--- src/rtl/spike_rate_decoder.sv ---
// ----------------------------------------------------------------------------
// spike_rate_decoder
//
// Receive-side decoder for a single-bit spike train. It counts rising edges
// of spike_in over a window of WINDOW enabled cycles, and it tracks the most
// recent inter-spike interval (ISI) in enabled cycles. At each window close,
// both values go into one registered result that is handed downstream over a
// valid/ready handshake.
//
// Parameters
//   WINDOW  window length in enabled cycles (must be >= 2)
//   CNT_W   width of the spike-count result (saturating)
//   ISI_W   width of the ISI result (saturating)
//
// Ports
//   clk        in   rising-edge clock
//   reset      in   asynchronous, active-high reset
//   spike_in   in   spike train, level signal; one rising edge = one spike
//   enable     in   low freezes window, count and ISI timing
//   out_ready  in   downstream accepts the result this cycle
//   out_valid  out  result register holds an unconsumed result
//   rate       out  spike count of the last closed window
//   isi        out  last complete ISI, sampled at window close
//   overrun    out  sticky: an unconsumed result was overwritten
// ----------------------------------------------------------------------------
module spike_rate_decoder #(
    parameter int WINDOW = 64,
    parameter int CNT_W  = 8,
    parameter int ISI_W  = 8
) (
    input  logic             clk,
    input  logic             reset,
    input  logic             spike_in,
    input  logic             enable,
    input  logic             out_ready,
    output logic             out_valid,
    output logic [CNT_W-1:0] rate,
    output logic [ISI_W-1:0] isi,
    output logic             overrun
);

    localparam int               WIN_W    = (WINDOW > 1) ? $clog2(WINDOW) : 1;
    localparam logic [WIN_W-1:0] WIN_LAST = WIN_W'(WINDOW - 1);

    // ------------------------------------------------------------------------
    // State
    // ------------------------------------------------------------------------
    logic             r_spike_prev;
    logic [WIN_W-1:0] r_win_cnt;
    logic [CNT_W-1:0] r_spk_cnt;
    logic [ISI_W-1:0] r_isi_cnt;
    logic [ISI_W-1:0] r_last_isi;
    logic             r_first_seen;

    logic             r_out_valid;
    logic [CNT_W-1:0] r_rate;
    logic [ISI_W-1:0] r_isi;
    logic             r_overrun;

    // ------------------------------------------------------------------------
    // Combinational helpers
    // ------------------------------------------------------------------------
    logic             w_edge;
    logic             w_close;
    logic             w_xfer;
    logic [CNT_W-1:0] w_cnt_inc;
    logic [CNT_W-1:0] w_cnt_close;
    logic [ISI_W-1:0] w_isi_inc;
    logic [ISI_W-1:0] w_last_isi_nxt;

    // An edge counts only on an enabled cycle. The edge history itself is
    // updated every cycle, so a level that rose while disabled does not
    // produce an edge once enable returns.
    assign w_edge  = enable & spike_in & ~r_spike_prev;
    assign w_close = enable && (r_win_cnt == WIN_LAST);
    assign w_xfer  = r_out_valid & out_ready;

    assign w_cnt_inc   = (r_spk_cnt == '1) ? r_spk_cnt : r_spk_cnt + 1'b1;
    // The value reported at close includes an edge that lands on the close cycle.
    assign w_cnt_close = w_edge ? w_cnt_inc : r_spk_cnt;

    assign w_isi_inc = (r_isi_cnt == '1) ? r_isi_cnt : r_isi_cnt + 1'b1;

    // An interval becomes valid only once a previous edge exists. The result
    // register samples this so that an ISI completed on the close cycle is
    // reported in the same window.
    assign w_last_isi_nxt = (w_edge && r_first_seen) ? r_isi_cnt : r_last_isi;

    // ------------------------------------------------------------------------
    // Edge history
    // ------------------------------------------------------------------------
    always_ff @(posedge clk or posedge reset) begin
        if (reset) begin
            r_spike_prev <= 1'b0;
        end else begin
            r_spike_prev <= spike_in;
        end
    end

    // ------------------------------------------------------------------------
    // Window counter and spike count
    // ------------------------------------------------------------------------
    always_ff @(posedge clk or posedge reset) begin
        if (reset) begin
            r_win_cnt <= '0;
            r_spk_cnt <= '0;
        end else if (enable) begin
            if (w_close) begin
                r_win_cnt <= '0;
                // An edge on the close cycle also opens the next window's count.
                r_spk_cnt <= CNT_W'(w_edge);
            end else begin
                r_win_cnt <= r_win_cnt + 1'b1;
                if (w_edge) begin
                    r_spk_cnt <= w_cnt_inc;
                end
            end
        end
    end

    // ------------------------------------------------------------------------
    // Inter-spike interval
    // ------------------------------------------------------------------------
    // isi_cnt is set to 1 on an edge, so the counter reads k at an edge
    // k enabled cycles after the previous one.
    always_ff @(posedge clk or posedge reset) begin
        if (reset) begin
            r_isi_cnt    <= '0;
            r_last_isi   <= '0;
            r_first_seen <= 1'b0;
        end else if (w_edge) begin
            r_last_isi   <= w_last_isi_nxt;
            r_isi_cnt    <= ISI_W'(1);
            r_first_seen <= 1'b1;
        end else if (enable) begin
            r_isi_cnt <= w_isi_inc;
        end
    end

    // ------------------------------------------------------------------------
    // Result register and handshake
    // ------------------------------------------------------------------------
    // A close always loads a new result. The case that overwrites is a close
    // while the old result is still pending and is not being taken this
    // cycle. A transfer clears overrun, including on a coincident close.
    always_ff @(posedge clk or posedge reset) begin
        if (reset) begin
            r_out_valid <= 1'b0;
            r_rate      <= '0;
            r_isi       <= '0;
            r_overrun   <= 1'b0;
        end else begin
            if (w_close) begin
                r_out_valid <= 1'b1;
                r_rate      <= w_cnt_close;
                r_isi       <= w_last_isi_nxt;
            end else if (w_xfer) begin
                r_out_valid <= 1'b0;
            end

            if (w_close && r_out_valid && !out_ready) begin
                r_overrun <= 1'b1;
            end else if (w_xfer) begin
                r_overrun <= 1'b0;
            end
        end
    end

    assign out_valid = r_out_valid;
    assign rate      = r_rate;
    assign isi       = r_isi;
    assign overrun   = r_overrun;

endmodule

--- config.mk ---
export PLATFORM = sky130hd
export DESIGN_NAME = spike_rate_decoder
export DESIGN_NICKNAME = d
export VERILOG_FILES = /design/src/rtl/spike_rate_decoder.sv
export SDC_FILE = /design/constraint.sdc
export NUM_CORES = 1
export LEC_CHECK = 0
export ABC_AREA = 1
export CAP_MARGIN = 10
export CORE_ASPECT_RATIO = 1.75
export CORE_MARGIN = 4
export CORE_UTILIZATION = 45
export CTS_BUF_LIST = sky130_fd_sc_hd__clkbuf_8
export DETAILED_ROUTE_END_ITERATION = 6
export PLACE_DENSITY = 0.77
export SETUP_SLACK_MARGIN = 0.4
export SLEW_MARGIN = 25
export SYNTH_ARGS = -nofsm -noshare
export SYNTH_HDL_FRONTEND = slang
export SYNTH_SLANG_ARGS = --single-unit
--- constraint.sdc ---
create_clock -name clk -period 1.5 [get_ports clk]
set_input_delay 0.225 -clock clk [delete_from_list [all_inputs] [get_ports clk]]
set_output_delay 0.225 -clock clk [all_outputs]
set_load 0.01 [all_outputs]
==> metrics.yaml <==
run_status:
  outcome: "complete, no violations"
logic_synthesis:
  syn-num-nets: 292
  dominantRegCellSynth: "dfrtp_1"
  yosysSeqAreaShare_pct: 51.7
  synth_area_um2: 2420
  synth_area_per_cell_um2: 8.52
  yosysWarningCount: 0
  synthTopCellsByCount: "nand2_1 (104), dfrtp_1 (50), nand3_1 (28)"
  synth_edf_count: 0
  synth_top_area_share_pct: 51.7
  synth_most_common_cell: "nand2_1"
  synth_area_leaders: "dfrtp_1 (52%), nand2_1 (16%), nand3_1 (5.8%), inv_1 (4.2%), buf_6 (2.8%)"
  synth_cells: 284
  synth.distinct_cells: 30
  synth-async-reset-ratio_pct: 100
  synth_top_area_cell: "dfrtp_1"
  ys_seq_elements: 50
global_route:
  antenna_found_initial: 0
  track_usage_pct: 17.5
  grt_pass1_wl_um: 9330
  gr-total-overflow: 0
  grt_pass1_vias: 2057
  grt_max_degree: 51
hold_path:
  holdCritPathClass: "in -> reg"
sta:
  clock_skew_ns: 0.0147
  max_slew_margin_pct: 68.3
  rsz0062_at_grt: "true"
  fmax_ghz: 0.747
  setup_tns_ns: 0
  setup_viol: 0
  setup_ws_ns: 0.161
  fin_crit_ns: 1.34
  finalCritPeriodShare_pct: 89.2
  hold_viol_final: 0
  tightest_slew_ns: 0.475
  slew_viol_final: 0
clock_network:
  cts_max_path_buffers: 2
  htree_levels: 2
  cts_root_buffer: "clkbuf_8"
  clock_latency_ns: 0.30
  cts.clk_slew.worst_paths_ns: 0.08
  clock_sinks: 50
  cts_buffers: 5
  cts_tree: "built"
floorplanning:
  num_rows: 35
  die_w_um: 63.4
  chipHeight_um: 105
  initial_core_util_pct: 46.0
  die_area_um2: 6660
  core_region_area_um2: 5260
  ios: 23
power_and_ir_drop:
  p_leak_nw: 1.66
  vdd_ir_drop_max_mv: 0.584
  power.total_w: 0.00444
  power-per-cell-area_nw_per_um2: 1380
critical_path:
  endpoint_kind: "flop"
  max_stage_delay_ns: 0.41
  crit_fanout: 19
  path_buf_inv: 1
  cpMaxStageDelayCell: "dfrtp_1"
  cp.required_ns: 1.70
  cp_cell_sequence: "ha_4, nand3_4, nor2_4, nand3_4, buf_12, nand3_1, o21ai_2"
  arrival_ns: 1.53
  crit_family: "simple AND/OR/NAND/NOR gates"
  path_class: "reg -> reg"
  start_kind: "flop"
  crit_top_cell: "nand3_4"
finish:
  finalNonFillerCells: 390
  fillers: 411
  area_growth_pct: 33.5
  final_nets: 344
  drive_above_1_share_pct: 37.9
  diodes: 0
  post-route-util_pct: 61.5
detailed_routing:
  drt_first_pass_iters: 4
  vias: 2078
  wl_um: 5740
  wl_per_cell_um: 14.7
  antenna_left: 0
  drc: 0
  drtIter0Drc: 196
  viasPerCell: 5.33
placement:
  dp.cells: 362
  dp_slack_ns: -0.306
  place_hpwl_um: 3500
  port_buffers: 22
  routabilityCongestion: 0.847
run:
  max_cap_violations: 0
## layer usage
metal	share of wire [%]	track usage, %
met2	57	31.9
met3	2.0	2.15
met4	3.5	10.7
met1	37	18.5
met5	0	0
## flip-flops by register name (all words and copies together) (netlist names), 6 cells and up
name / flops
isi: 8
r_isi_cnt: 8
r_last_isi: 8
r_spk_cnt: 8
rate: 8
r_win_cnt: 6
## what timing repair did
item / 4_1_cts / 5_1_grt
setup endpoints to repair: 65 / 50
setup buffers: 14 / 5
gates resized for setup: 106 / 45
pin swaps: 8 / 11
hold buffers: 0 / 0
cloned: 2 / 1
## layout by cell type, fill, tap and decap left out, types with 7 or more instances in the layout
cell and n:
nand3_2 7, o21ai_1 10, nand3_1 18, nand2_1 83
buf_2 18, dfrtp_1 48, o21ai_2 9, nor2_1 10
inv_1 23, nand2_2 19, buf_4 22
## per-stage QoR
| step | hold slack (ns) | area [um2] |
|---|---|---|
| after floorplan | 0.256 | 2460 |
| after global routing | 0.256 | 3230 |
| after CTS | 0.254 | 3020 |
| after detailed placement | 0.464 | 2760 |
| after global placement | 0.453 | 2760 |
| final | 0.258 | 3230 |
## area by class of cell
class | instances | area (um2) | area share [%]
sequential | 50 | 1250 | 38.8
tap | 55 | 68.8 | 2.13
multi-input combinational | 198 | 1280 | 39.8
inverter | 30 | 134 | 4.15
timing repair buffer | 51 | 407 | 12.6
clock buffer | 6 | 82.6 | 2.56
## path summary, 6_finish.rpt
| kind | end | startpoint | slack, ns | cells after the start |
|---|---|---|---|---|
| worst max-delay path | r_spk_cnt[0]$_DFFE_PP0P_ | r_win_cnt[0]$_DFFE_PP0P_ | 0.16 | 7 |
| worst min-delay path | r_spike_prev$_DFF_PP0_ | spike_in | 0.26 | 1 |
| worst max register to register | r_spk_cnt[0]$_DFFE_PP0P_ | r_win_cnt[0]$_DFFE_PP0P_ | 0.16 | 7 |
| worst min register to register | rate[2]$_DFFE_PP0N_ | rate[2]$_DFFE_PP0N_ | 0.48 | 2 |
| max in group asynchronous | r_isi_cnt[3]$_DFFE_PP0P_ | reset | 0.92 | 3 |
| min in group asynchronous | rate[0]$_DFFE_PP0N_ | reset | 0.32 | 3 |
## kinds of logic (layout without fill, tap and decap cells)
| logic type | after synthesis | in the layout | synth area share (%) |
|---|---|---|---|
| DFF | 50 | 50 | 51.7 |
| adders and majority gates | 3 | 3 | 1.55 |
| xor gates and xnor gates | 4 | 4 | 1.45 |
| AOI/OAI and AO/OA | 25 | 25 | 5.89 |
| buffers and inverters | 39 | 87 | 8.32 |
| and+or+nand+nor | 163 | 166 | 31.1 |
## worst reg2reg max path, stage by stage, from the launching register on
cell and delay (ns):
dfrtp_1 0.41, ha_4 0.17, nand3_4 0.07, nor2_4 0.12
nand3_4 0.13, buf_12 0.19, nand3_1 0.10, o21ai_2 0.05
## report_power, final
group	internal (W)	leakage (nW)	switching [W]
clock network	0.000357	0.0431	0.000424
logic	0.000713	0.973	0.000906
registers	0.00169	0.642	0.000360
(Power assumes the default switching activity.)
